===== src/rtl/board_pkg.sv =====
// rtl/board_pkg.sv - shared types, sprite codes and colours for the battleship board renderer
package board_pkg;

    localparam int BOARD_CELLS = 10;

    typedef enum logic [1:0] {
        CS_EMPTY = 2'd0,
        CS_SHIP  = 2'd1,
        CS_HIT   = 2'd2,
        CS_MISS  = 2'd3
    } cell_state_t;

    // Sprite code is the top two bits of the ROM address; each sprite owns 32 lines.
    typedef enum logic [1:0] {
        SPR_SHIP  = 2'b00,
        SPR_EMPTY = 2'b01,
        SPR_HIT   = 2'b10,
        SPR_MISS  = 2'b11
    } sprite_code_t;

    localparam logic [6:0]  SPRITE_EMPTY_ADDR = 7'h20;

    localparam logic [11:0] RGB_SHIP  = 12'h888;
    localparam logic [11:0] RGB_EMPTY = 12'hFFF;
    localparam logic [11:0] RGB_HIT   = 12'hF00;
    localparam logic [11:0] RGB_MISS  = 12'hFFF;

    function automatic sprite_code_t sprite_code(input cell_state_t s);
        sprite_code_t c;
        c = SPR_EMPTY;
        case (s)
            CS_SHIP: c = SPR_SHIP;
            CS_HIT:  c = SPR_HIT;
            CS_MISS: c = SPR_MISS;
            default: c = SPR_EMPTY;
        endcase
        return c;
    endfunction

    function automatic logic [11:0] state_rgb(input cell_state_t s);
        logic [11:0] c;
        c = RGB_EMPTY;
        case (s)
            CS_SHIP: c = RGB_SHIP;
            CS_HIT:  c = RGB_HIT;
            CS_MISS: c = RGB_MISS;
            default: c = RGB_EMPTY;
        endcase
        return c;
    endfunction

endpackage


===== src/rtl/delay.sv =====
// rtl/delay.sv - resettable CLK_DEL-stage shift register for timing and colour pass-through
module delay #(
    parameter int WIDTH   = 8,
    parameter int CLK_DEL = 3
) (
    input  logic             clk,
    input  logic             rst_n,
    input  logic [WIDTH-1:0] i_data,
    output logic [WIDTH-1:0] o_data
);

    logic [WIDTH-1:0] r_pipe [CLK_DEL];

    always_ff @(posedge clk or negedge rst_n) begin
        if (!rst_n) begin
            for (int i = 0; i < CLK_DEL; i++) r_pipe[i] <= '0;
        end else begin
            r_pipe[0] <= i_data;
            for (int i = 1; i < CLK_DEL; i++) r_pipe[i] <= r_pipe[i-1];
        end
    end

    assign o_data = r_pipe[CLK_DEL-1];

endmodule


===== src/rtl/board_draw_ctl.sv =====
// rtl/board_draw_ctl.sv - 3-stage pipeline drawing a 10x10 board from cell memory and the sprite ROM
module board_draw_ctl
    import board_pkg::*;
#(
    parameter int          X0         = 64,
    parameter int          Y0         = 64,
    parameter int          CELLS      = BOARD_CELLS,
    parameter int          CELL_W     = 32,
    parameter int          CELL_H     = 16,
    parameter logic [11:0] WATER_RGB  = 12'h03A,
    parameter logic [11:0] CURSOR_RGB = 12'hFF0
) (
    input  logic        clk,
    input  logic        rst_n,
    input  logic [10:0] vcount_in,
    input  logic [10:0] hcount_in,
    input  logic        vsync_in,
    input  logic        hsync_in,
    input  logic        vblnk_in,
    input  logic        hblnk_in,
    input  logic [11:0] rgb_in,
    input  logic        cursor_en,
    input  logic [3:0]  cursor_x,
    input  logic [3:0]  cursor_y,
    output logic [3:0]  cell_x,
    output logic [3:0]  cell_y,
    input  logic [1:0]  cell_state,
    output logic [6:0]  rom_addr,
    input  logic [31:0] rom_line,
    output logic [10:0] vcount_out,
    output logic [10:0] hcount_out,
    output logic        vsync_out,
    output logic        hsync_out,
    output logic        vblnk_out,
    output logic        hblnk_out,
    output logic [11:0] rgb_out
);

    // Range check uses the raw counts so pixels left of/above the board never wrap in.
    logic [8:0] w_dx;
    logic [7:0] w_dy;
    logic       w_in_board;

    assign w_dx = 9'(hcount_in - 11'(X0));
    assign w_dy = 8'(vcount_in - 11'(Y0));
    assign w_in_board = (hcount_in >= 11'(X0)) && (hcount_in < 11'(X0 + CELLS*CELL_W)) &&
                        (vcount_in >= 11'(Y0)) && (vcount_in < 11'(Y0 + CELLS*CELL_H));

    logic [3:0] r_cell_x, r_cell_y;
    logic [4:0] r_col0;
    logic [3:0] r_row0;
    logic       r_in0, r_edge0, r_cur_en0;
    logic [3:0] r_cur_x0, r_cur_y0;

    always_ff @(posedge clk or negedge rst_n) begin
        if (!rst_n) begin
            r_cell_x  <= '0;
            r_cell_y  <= '0;
            r_col0    <= '0;
            r_row0    <= '0;
            r_in0     <= 1'b0;
            r_edge0   <= 1'b0;
            r_cur_en0 <= 1'b0;
            r_cur_x0  <= '0;
            r_cur_y0  <= '0;
        end else begin
            if (w_in_board) begin
                r_cell_x <= w_dx[8:5];
                r_cell_y <= w_dy[7:4];
            end
            r_col0    <= w_dx[4:0];
            r_row0    <= w_dy[3:0];
            r_in0     <= w_in_board;
            r_edge0   <= (w_dx[4:0] == 5'd0) || (w_dx[4:0] == 5'd31) ||
                         (w_dy[3:0] == 4'd0) || (w_dy[3:0] == 4'd15);
            r_cur_en0 <= cursor_en;
            r_cur_x0  <= cursor_x;
            r_cur_y0  <= cursor_y;
        end
    end

    assign cell_x = r_cell_x;
    assign cell_y = r_cell_y;

    logic [6:0]  w_rom_addr;
    logic [6:0]  r_rom_addr;
    logic        r_in1, r_edge1, r_cur1;
    logic [4:0]  r_col1;
    cell_state_t r_state1;

    assign w_rom_addr = r_in0 ? {sprite_code(cell_state_t'(cell_state)), 1'b0, r_row0}
                              : SPRITE_EMPTY_ADDR;

    always_ff @(posedge clk or negedge rst_n) begin
        if (!rst_n) begin
            r_rom_addr <= SPRITE_EMPTY_ADDR;
            r_in1      <= 1'b0;
            r_edge1    <= 1'b0;
            r_cur1     <= 1'b0;
            r_col1     <= '0;
            r_state1   <= CS_EMPTY;
        end else begin
            r_rom_addr <= w_rom_addr;
            r_in1      <= r_in0;
            r_edge1    <= r_edge0;
            r_cur1     <= r_cur_en0 && (r_cell_x == r_cur_x0) && (r_cell_y == r_cur_y0);
            r_col1     <= r_col0;
            r_state1   <= cell_state_t'(cell_state);
        end
    end

    assign rom_addr = r_rom_addr;

    // Blanks and upstream colour are tapped after two stages to line up with rom_line.
    logic        w_vb2, w_hb2;
    logic [11:0] w_rgb2;

    delay #(.WIDTH(14), .CLK_DEL(2)) u_colour_dly (
        .clk    (clk),
        .rst_n  (rst_n),
        .i_data ({vblnk_in, hblnk_in, rgb_in}),
        .o_data ({w_vb2, w_hb2, w_rgb2})
    );

    delay #(.WIDTH(26), .CLK_DEL(3)) u_timing_dly (
        .clk    (clk),
        .rst_n  (rst_n),
        .i_data ({vcount_in, hcount_in, vsync_in, hsync_in, vblnk_in, hblnk_in}),
        .o_data ({vcount_out, hcount_out, vsync_out, hsync_out, vblnk_out, hblnk_out})
    );

    logic [4:0]  w_bit_idx;
    logic        w_bit;
    logic [11:0] w_rgb;
    logic [11:0] r_rgb;

    assign w_bit_idx = 5'd31 - r_col1;
    assign w_bit     = rom_line[w_bit_idx];

    always_comb begin
        w_rgb = WATER_RGB;
        if (w_vb2 || w_hb2)
            w_rgb = 12'h000;
        else if (!r_in1)
            w_rgb = w_rgb2;
        else if (r_cur1 && r_edge1)
            w_rgb = CURSOR_RGB;
        else if (w_bit)
            w_rgb = state_rgb(r_state1);
    end

    always_ff @(posedge clk or negedge rst_n) begin
        if (!rst_n) r_rgb <= '0;
        else        r_rgb <= w_rgb;
    end

    assign rgb_out = r_rgb;

endmodule


===== config.mk =====
export PLATFORM = sky130hd
export DESIGN_NAME = board_draw_ctl
export DESIGN_NICKNAME = d
export VERILOG_FILES = /design/src/rtl/board_pkg.sv /design/src/rtl/delay.sv /design/src/rtl/board_draw_ctl.sv
export SDC_FILE = /design/constraint.sdc
export NUM_CORES = 1
export LEC_CHECK = 0
export CORE_UTILIZATION = 50
export CTS_BUF_LIST = sky130_fd_sc_hd__clkbuf_16
export DETAILED_ROUTE_END_ITERATION = 8
export PLACE_DENSITY = 0.91
export SLEW_MARGIN = 20
export SYNTH_ARGS = -nofsm -noshare
export SYNTH_HDL_FRONTEND = slang
export SYNTH_HIERARCHICAL = 1
export SYNTH_SLANG_ARGS = --single-unit

===== constraint.sdc =====
create_clock -name clk -period 5.6 [get_ports clk]
set_input_delay 1.4 -clock clk [delete_from_list [all_inputs] [get_ports clk]]
set_output_delay 1.4 -clock clk [all_outputs]
set_load 0.02 [all_outputs]

==> results.json, run 1 <==
{
  "outcome": "finished, final reports clean",
  "dieWidth_um": 106,
  "drtAntennaViolNets": 0,
  "finClkSkew_ps": 7.31,
  "ys_types": 42,
  "crit_required_ps": 5890,
  "synth_top_area_share_pct": 74.7,
  "synthTopCellsByArea": "dfrtp_1 (75%), buf_4 (5.7%), mux2i_1 (2.6%), mux2_4 (1.9%), ha_1 (1.6%)",
  "cts-root-buf": "clkbuf_16",
  "synth_nets": 433,
  "die_height_um": 106,
  "wl_um": 9240,
  "synth_area_per_cell_um2": 15.7,
  "fin_setup_tns_ps": 0,
  "dp_hpwl_um": 6570,
  "ys.flop_type": "dfrtp_1",
  "criticalPathCategory": "in2reg",
  "ys_seq_elements": 162,
  "powerDensity_nw_per_um2": 360,
  "synthArstFlopShare_pct": 100,
  "min_path_type": "reg2reg",
  "drtPass1Iterations": 4,
  "slew_violations": 0,
  "tightest_slew_ps": 798,
  "yosys-top-cells-count": "dfrtp_1 (161), buf_4 (41), mux2i_1 (14)",
  "globalRoute.totalOverflow": 0,
  "core_area_um2": 10400,
  "seq_area_um2": 4060,
  "area_delta_synth_final_pct": 32.0,
  "grt_max_degree": 66,
  "end_kind": "flip-flop",
  "nNetsFinal": 541,
  "drt-initial-drc-count": 118,
  "rsz0062_at_grt": "false",
  "place_congestion": 0.847,
  "final_area_um2": 7120,
  "cts_repair_resize_count": 0,
  "synth_enable_flop_cells": 0,
  "cts_max_level": 4,
  "avgRoutedWirePerCell_um": 15.4,
  "critical_path_arrival_ps": 3690,
  "grt_usage_pct": 17.7,
  "final_layout_size_suffix_gt1_share_pct": 8.19,
  "power_mw": 2.56,
  "via_per_inst": 4.82,
  "ioPinCount": 136,
  "timing.hold.ws_ps": 344,
  "hold_path_depth": 0,
  "drt_drc_violations_left": 0,
  "ff2ff_path_depth": 6,
  "filler_cell_count": 713,
  "crit-reg2reg-launch": "r_col1[1]",
  "setup_viol": 0,
  "clock_path_buffers": 2,
  "ys_seq_area_share_pct": 75.1,
  "n_antenna_cell": 0,
  "cts_tree": "yes",
  "peakVddDrop_mv": 0.206,
  "die_area_um2": 11200,
  "fmax_mhz": 294,
  "startpoint": "vcount_in[0]",
  "crit_fanout": 9,
  "clk_pin_slew_ps": 60,
  "synth_most_common_cell": "dfrtp_1",
  "worst_setup_path_start_kind": "input pin",
  "hold_buffers": 0,
  "layout_min_cycle_time_ps": 3400,
  "syn_area_um2": 5400,
  "port_buffers": 134,
  "leakage_nw": 3.19,
  "start_util_pct": 51.8,
  "cts_sinks": 162,
  "min-delay-start": "u_timing_dly/r_pipe[43]",
  "grt_pass1_wl_um": 14700,
  "place_area_um2": 6570,
  "yosysTopAreaCell": "dfrtp_1",
  "post-route-period-util_pct": 60.7,
  "syn_inst": 343,
  "maxSlewHeadroom_pct": 46.8,
  "report.final.hold_viol_count": 0,
  "post_cts_buffers": 0,
  "dr_total_vias": 2891,
  "insertion_delay_ps": 400,
  "multi_input_area_um2": 950,
  "synth.yosys.warnings": 6,
  "grt_pass1_vias": 2993,
  "antenna_found_initial": 0,
  "row_count": 37,
  "cts_made_buffers": 17,
  "maxCapViolations": 0
}
[power by group]
| part | switching, mW | internal, mW |
|---|---|---|
| logic | 0.108 | 0.132 |
| clock network | 0.410 | 0.643 |
| registers | 0.0350 | 1.24 |
| total | 0.552 | 2.01 |
[cell families after synthesis]
logic type	after synthesis	share of synthesized area [%]
flops	162	75.1
buf+inv	57	7.26
simple gates	44	4.64
compound gates	41	5.05
mux	22	4.75
xor+xnor	9	1.46
fa+ha+maj	7	1.62
other cells	1	0.0695
[critical path, stage by stage]
cell	delay, ps
clkdlybuf4s50_1	450
or4_4	560
nor4b_1	260
nor3_1	60
or3_1	570
mux2_4	370
[per-stage QoR]
step / utilization [%] / std cells / setup WS, ps
2_1_floorplan: - / 343 / 2470
3_3_place_gp: 63.1 / 568 / 1820
3_5_place_dp: 63.1 / 568 / 1770
4_1_cts: 68.4 / 600 / 2200
5_1_grt: 68.4 / 600 / 2040
6_report: 68.4 / 600 / 2200
[cells in the final DEF (no fill, tap or decap), types with 6 or more instances in the layout]
cell / n
mux2i_1: 14
clkbuf_16: 17
clkdlybuf4s50_1: 133
o21a_1: 6
o21ai_0: 9
nand2_1: 6
inv_1: 12
nor2_1: 6
a21oi_1: 12
mux2_4: 7
nor2b_1: 7
dfrtp_1: 161
ha_1: 7
xor2_1: 8
[state kept, by name, summed over array words and instances, names as in the netlist]
register and count:
rom_addr 6, r_cur_y0 4, cell_y 4, r_cur_en0 1, rgb_out 12, u_colour_dly/o_data 14, cell_x 4, r_edge1 1
r_row0 4, r_col1 5, r_cur1 1, r_edge0 1, u_timing_dly/o_data 26, r_col0 5, r_in0 1, u_timing_dly/r_pipe 52
r_state1 2, u_colour_dly/r_pipe 14, r_in1 1, r_cur_x0 4
[layer usage]
| metal | track usage [%] | routed length, µm |
|---|---|---|
| met2 | 29.7 | 4750 |
| met3 | 6.25 | 583 |
| met5 | 0 | 0 |
| met4 | 7.54 | 216 |
| met1 | 20.8 | 3700 |
[worst paths after layout]
check                      slack [ps]                       to
hold reg to reg                   340  u_timing_dly/o_data[17]
setup / recovery                 2200                cell_y[1]
min in group asynchronous         970               rgb_out[4]
max in group asynchronous        3630  u_timing_dly/r_pipe[37]
setup reg to reg                 2950               rgb_out[2]
hold / removal                    340  u_timing_dly/o_data[17]
[final cells by class]
type                            count  share of cell area [%]
Inverter                           10                   0.527
Tap cell                          136                    2.39
Sequential cell                   162                    56.9
Timing Repair Buffer              136                    19.1
Clock buffer                       17                    5.97
Multi-Input combinational cell    124                    13.3
Clock inverter                     15                    1.77
No activity file was read; power rests on OpenSTA's default activity.
==> inputs of run 2 (changes only) <==
--- a/config.mk
+++ b/config.mk
@@ -5,10 +5,10 @@
 export SDC_FILE = /design/constraint.sdc
 export NUM_CORES = 1
 export LEC_CHECK = 0
-export CORE_UTILIZATION = 50
+export CORE_UTILIZATION = 44
 export CTS_BUF_LIST = sky130_fd_sc_hd__clkbuf_16
 export DETAILED_ROUTE_END_ITERATION = 8
-export PLACE_DENSITY = 0.91
+export PLACE_DENSITY = 0.86
 export SLEW_MARGIN = 20
 export SYNTH_ARGS = -nofsm -noshare
 export SYNTH_HDL_FRONTEND = slang
==> constraint.sdc (replaced) <==
create_clock -name clk -period 2.8 [get_ports clk]
set_input_delay 0.7 -clock clk [delete_from_list [all_inputs] [get_ports clk]]
set_output_delay 0.7 -clock clk [all_outputs]
set_load 0.02 [all_outputs]
==> run 2 against run 1 <==
Final cell count up 4.2%; count of clock-buffer cells in the layout unchanged; register-to-register slack worse by 2600 ps; critical path depth up 1; flip-flop and latch count unchanged; cell area up 2.0%; setup slack worse by 2000 ps; clock power up 100%; total power up 100%; worst hold slack worse by 140 ps; via count up 0.38%; first-iteration DRC count up 40%; critical endpoint is now cell_x[0]; largest power group unchanged.
==> results.json, run 2 (synthesis results as in run 1) <==
{
  "min_path_type": "in2async",
  "place_congestion": 0.834,
  "slew_violations": 0,
  "end_kind": "flip-flop",
  "clock_power_share_pct": 41.4,
  "grt_max_degree": 54,
  "report.final.hold_viol_count": 0,
  "cts_tree": "yes",
  "area_delta_synth_final_pct": 34.6,
  "fmax_mhz": 379,
  "powerDensity_nw_per_um2": 715,
  "crit_required_ps": 3090,
  "die_height_um": 113,
  "port_buffers": 134,
  "drt-initial-drc-count": 165,
  "drtAntennaViolNets": 0,
  "power_frac_seq_pct": 48.9,
  "wl_um": 9910,
  "grt_usage_pct": 17.0,
  "clock_path_buffers": 2,
  "drt_drc_violations_left": 0,
  "hold_buffers": 0,
  "globalRoute.totalOverflow": 0,
  "cts_made_buffers": 17,
  "dieWidth_um": 113,
  "worst_setup_path_start_kind": "input pin",
  "switchingPower_mw": 1.15,
  "clk_pin_slew_ps": 60,
  "layout_common_cells": "dfrtp_1 (161), clkdlybuf4s50_1 (133), clkbuf_16 (17), buf_4 (16)",
  "leakage_nw": 3.28,
  "peakVddDrop_mv": 0.349,
  "filler_cell_count": 888,
  "post_cts_buffers": 0,
  "rsz0062_at_grt": "false",
  "cts_max_level": 4,
  "reg2reg_slack_ps": 370,
  "crit_fanout": 5,
  "core_area_um2": 12000,
  "swShare_pct": 22.2,
  "cts_sinks": 162,
  "tightest_slew_ps": 752,
  "drtPass1Iterations": 6,
  "dp_hpwl_um": 6960,
  "start_util_pct": 45.1,
  "finClkSkew_ps": 12.3,
  "critical_path_arrival_ps": 2930,
  "maxCapViolations": 0,
  "setup_viol": 0,
  "grt_pass1_vias": 3162,
  "outcome": "finished, final reports clean",
  "mostFrequentLayoutCell": "dfrtp_1",
  "die_area_um2": 12700,
  "ioPinCount": 136,
  "row_count": 40,
  "p_comb_share_pct": 9.7,
  "largest-register": "u_timing_dly/r_pipe",
  "nNetsFinal": 556,
  "antenna_found_initial": 0,
  "final_layout_size_suffix_gt1_share_pct": 11.5,
  "cts-root-buf": "clkbuf_16",
  "post-route-period-util_pct": 94.3,
  "n_antenna_cell": 0,
  "grt_pass1_wl_um": 15800,
  "via_per_inst": 4.64,
  "dr_total_vias": 2902,
  "final_cells": 625,
  "largest_reg_flops": 52,
  "insertion_delay_ps": 420,
  "fin_setup_tns_ps": 0,
  "avgRoutedWirePerCell_um": 15.8,
  "layout_min_cycle_time_ps": 2640,
  "p_int_mw": 4.04,
  "dp.cells": 594,
  "maxSlewHeadroom_pct": 49.7,
  "power_mw": 5.19,
  "criticalPathCategory": "in2reg",
  "cts_repair_resize_count": 0
}
[run 2: changes by cell type in the layout (fill, tap and decap cells not counted)]
cell      previous run  this run
buf_12               0         1
buf_4                2        16
clkinv_1             5         0
clkinv_2             1         2
clkinv_4             0         2
inv_1               12        14
inv_6                1         0
[run 2: per-layer routing]
metal	track usage (%)	vias up	share of wire, %
li1	-	1352	-
met3	5.09	13	6.1
met1	18.8	1428	40
met5	0	-	0
met4	7.56	0	1.3
met2	30.2	109	53
[run 2: path summary, 6_finish.rpt]
path	cells after the start	startpoint	endpoint
hold reg to reg	0	u_colour_dly/r_pipe[18]	u_colour_dly/o_data[4]
hold / removal	1	rst_n	u_colour_dly/o_data[5]
setup / recovery	7	vcount_in[0]	cell_x[0]
max in group asynchronous	2	rst_n	rom_addr[5]
setup reg to reg	7	r_col1[1]	rgb_out[0]
min in group clk	0	u_colour_dly/r_pipe[18]	u_colour_dly/o_data[4]
[run 2: area by class of cell]
cell class | instances | area [µm²] | area share, %
Clock buffer | 17 | 425 | 5.86
Clock inverter | 14 | 129 | 1.77
Inverter | 10 | 37.5 | 0.517
Multi-Input combinational cell | 124 | 950 | 13.1
Sequential cell | 162 | 4060 | 55.8
Tap cell | 147 | 184 | 2.53
Timing Repair Buffer | 151 | 1480 | 20.4
[run 2: worst max-delay path, cell delays in order]
cell,delay [ps]
clkdlybuf4s50_1,420
or4_4,550
nor4b_1,340
nor3_1,70
or3_1,370
buf_4,180
mux2_4,300
[run 2: metrics by stage]
stage / util (%) / area, µm² / setup slack, ps / hold WS, ps
after floorplan: - / 5400 / 374 / 331
after global placement: 56.1 / 6710 / -145 / 331
after detailed placement: 56.1 / 6710 / -253 / 335
after CTS: 60.7 / 7260 / 181 / 218
after global routing: 60.7 / 7260 / 38.9 / 237
final: 60.7 / 7260 / 160 / 200
[run 2: power by group through the flow]
stage	registers (mW)	clock network [mW]	logic (mW)
floorplan	2.60	0	0.193
global placement	2.57	0	0.494
detailed placement	2.58	0	0.510
CTS	2.54	2.19	0.513
global route	2.55	2.30	0.544
finish	2.54	2.15	0.504
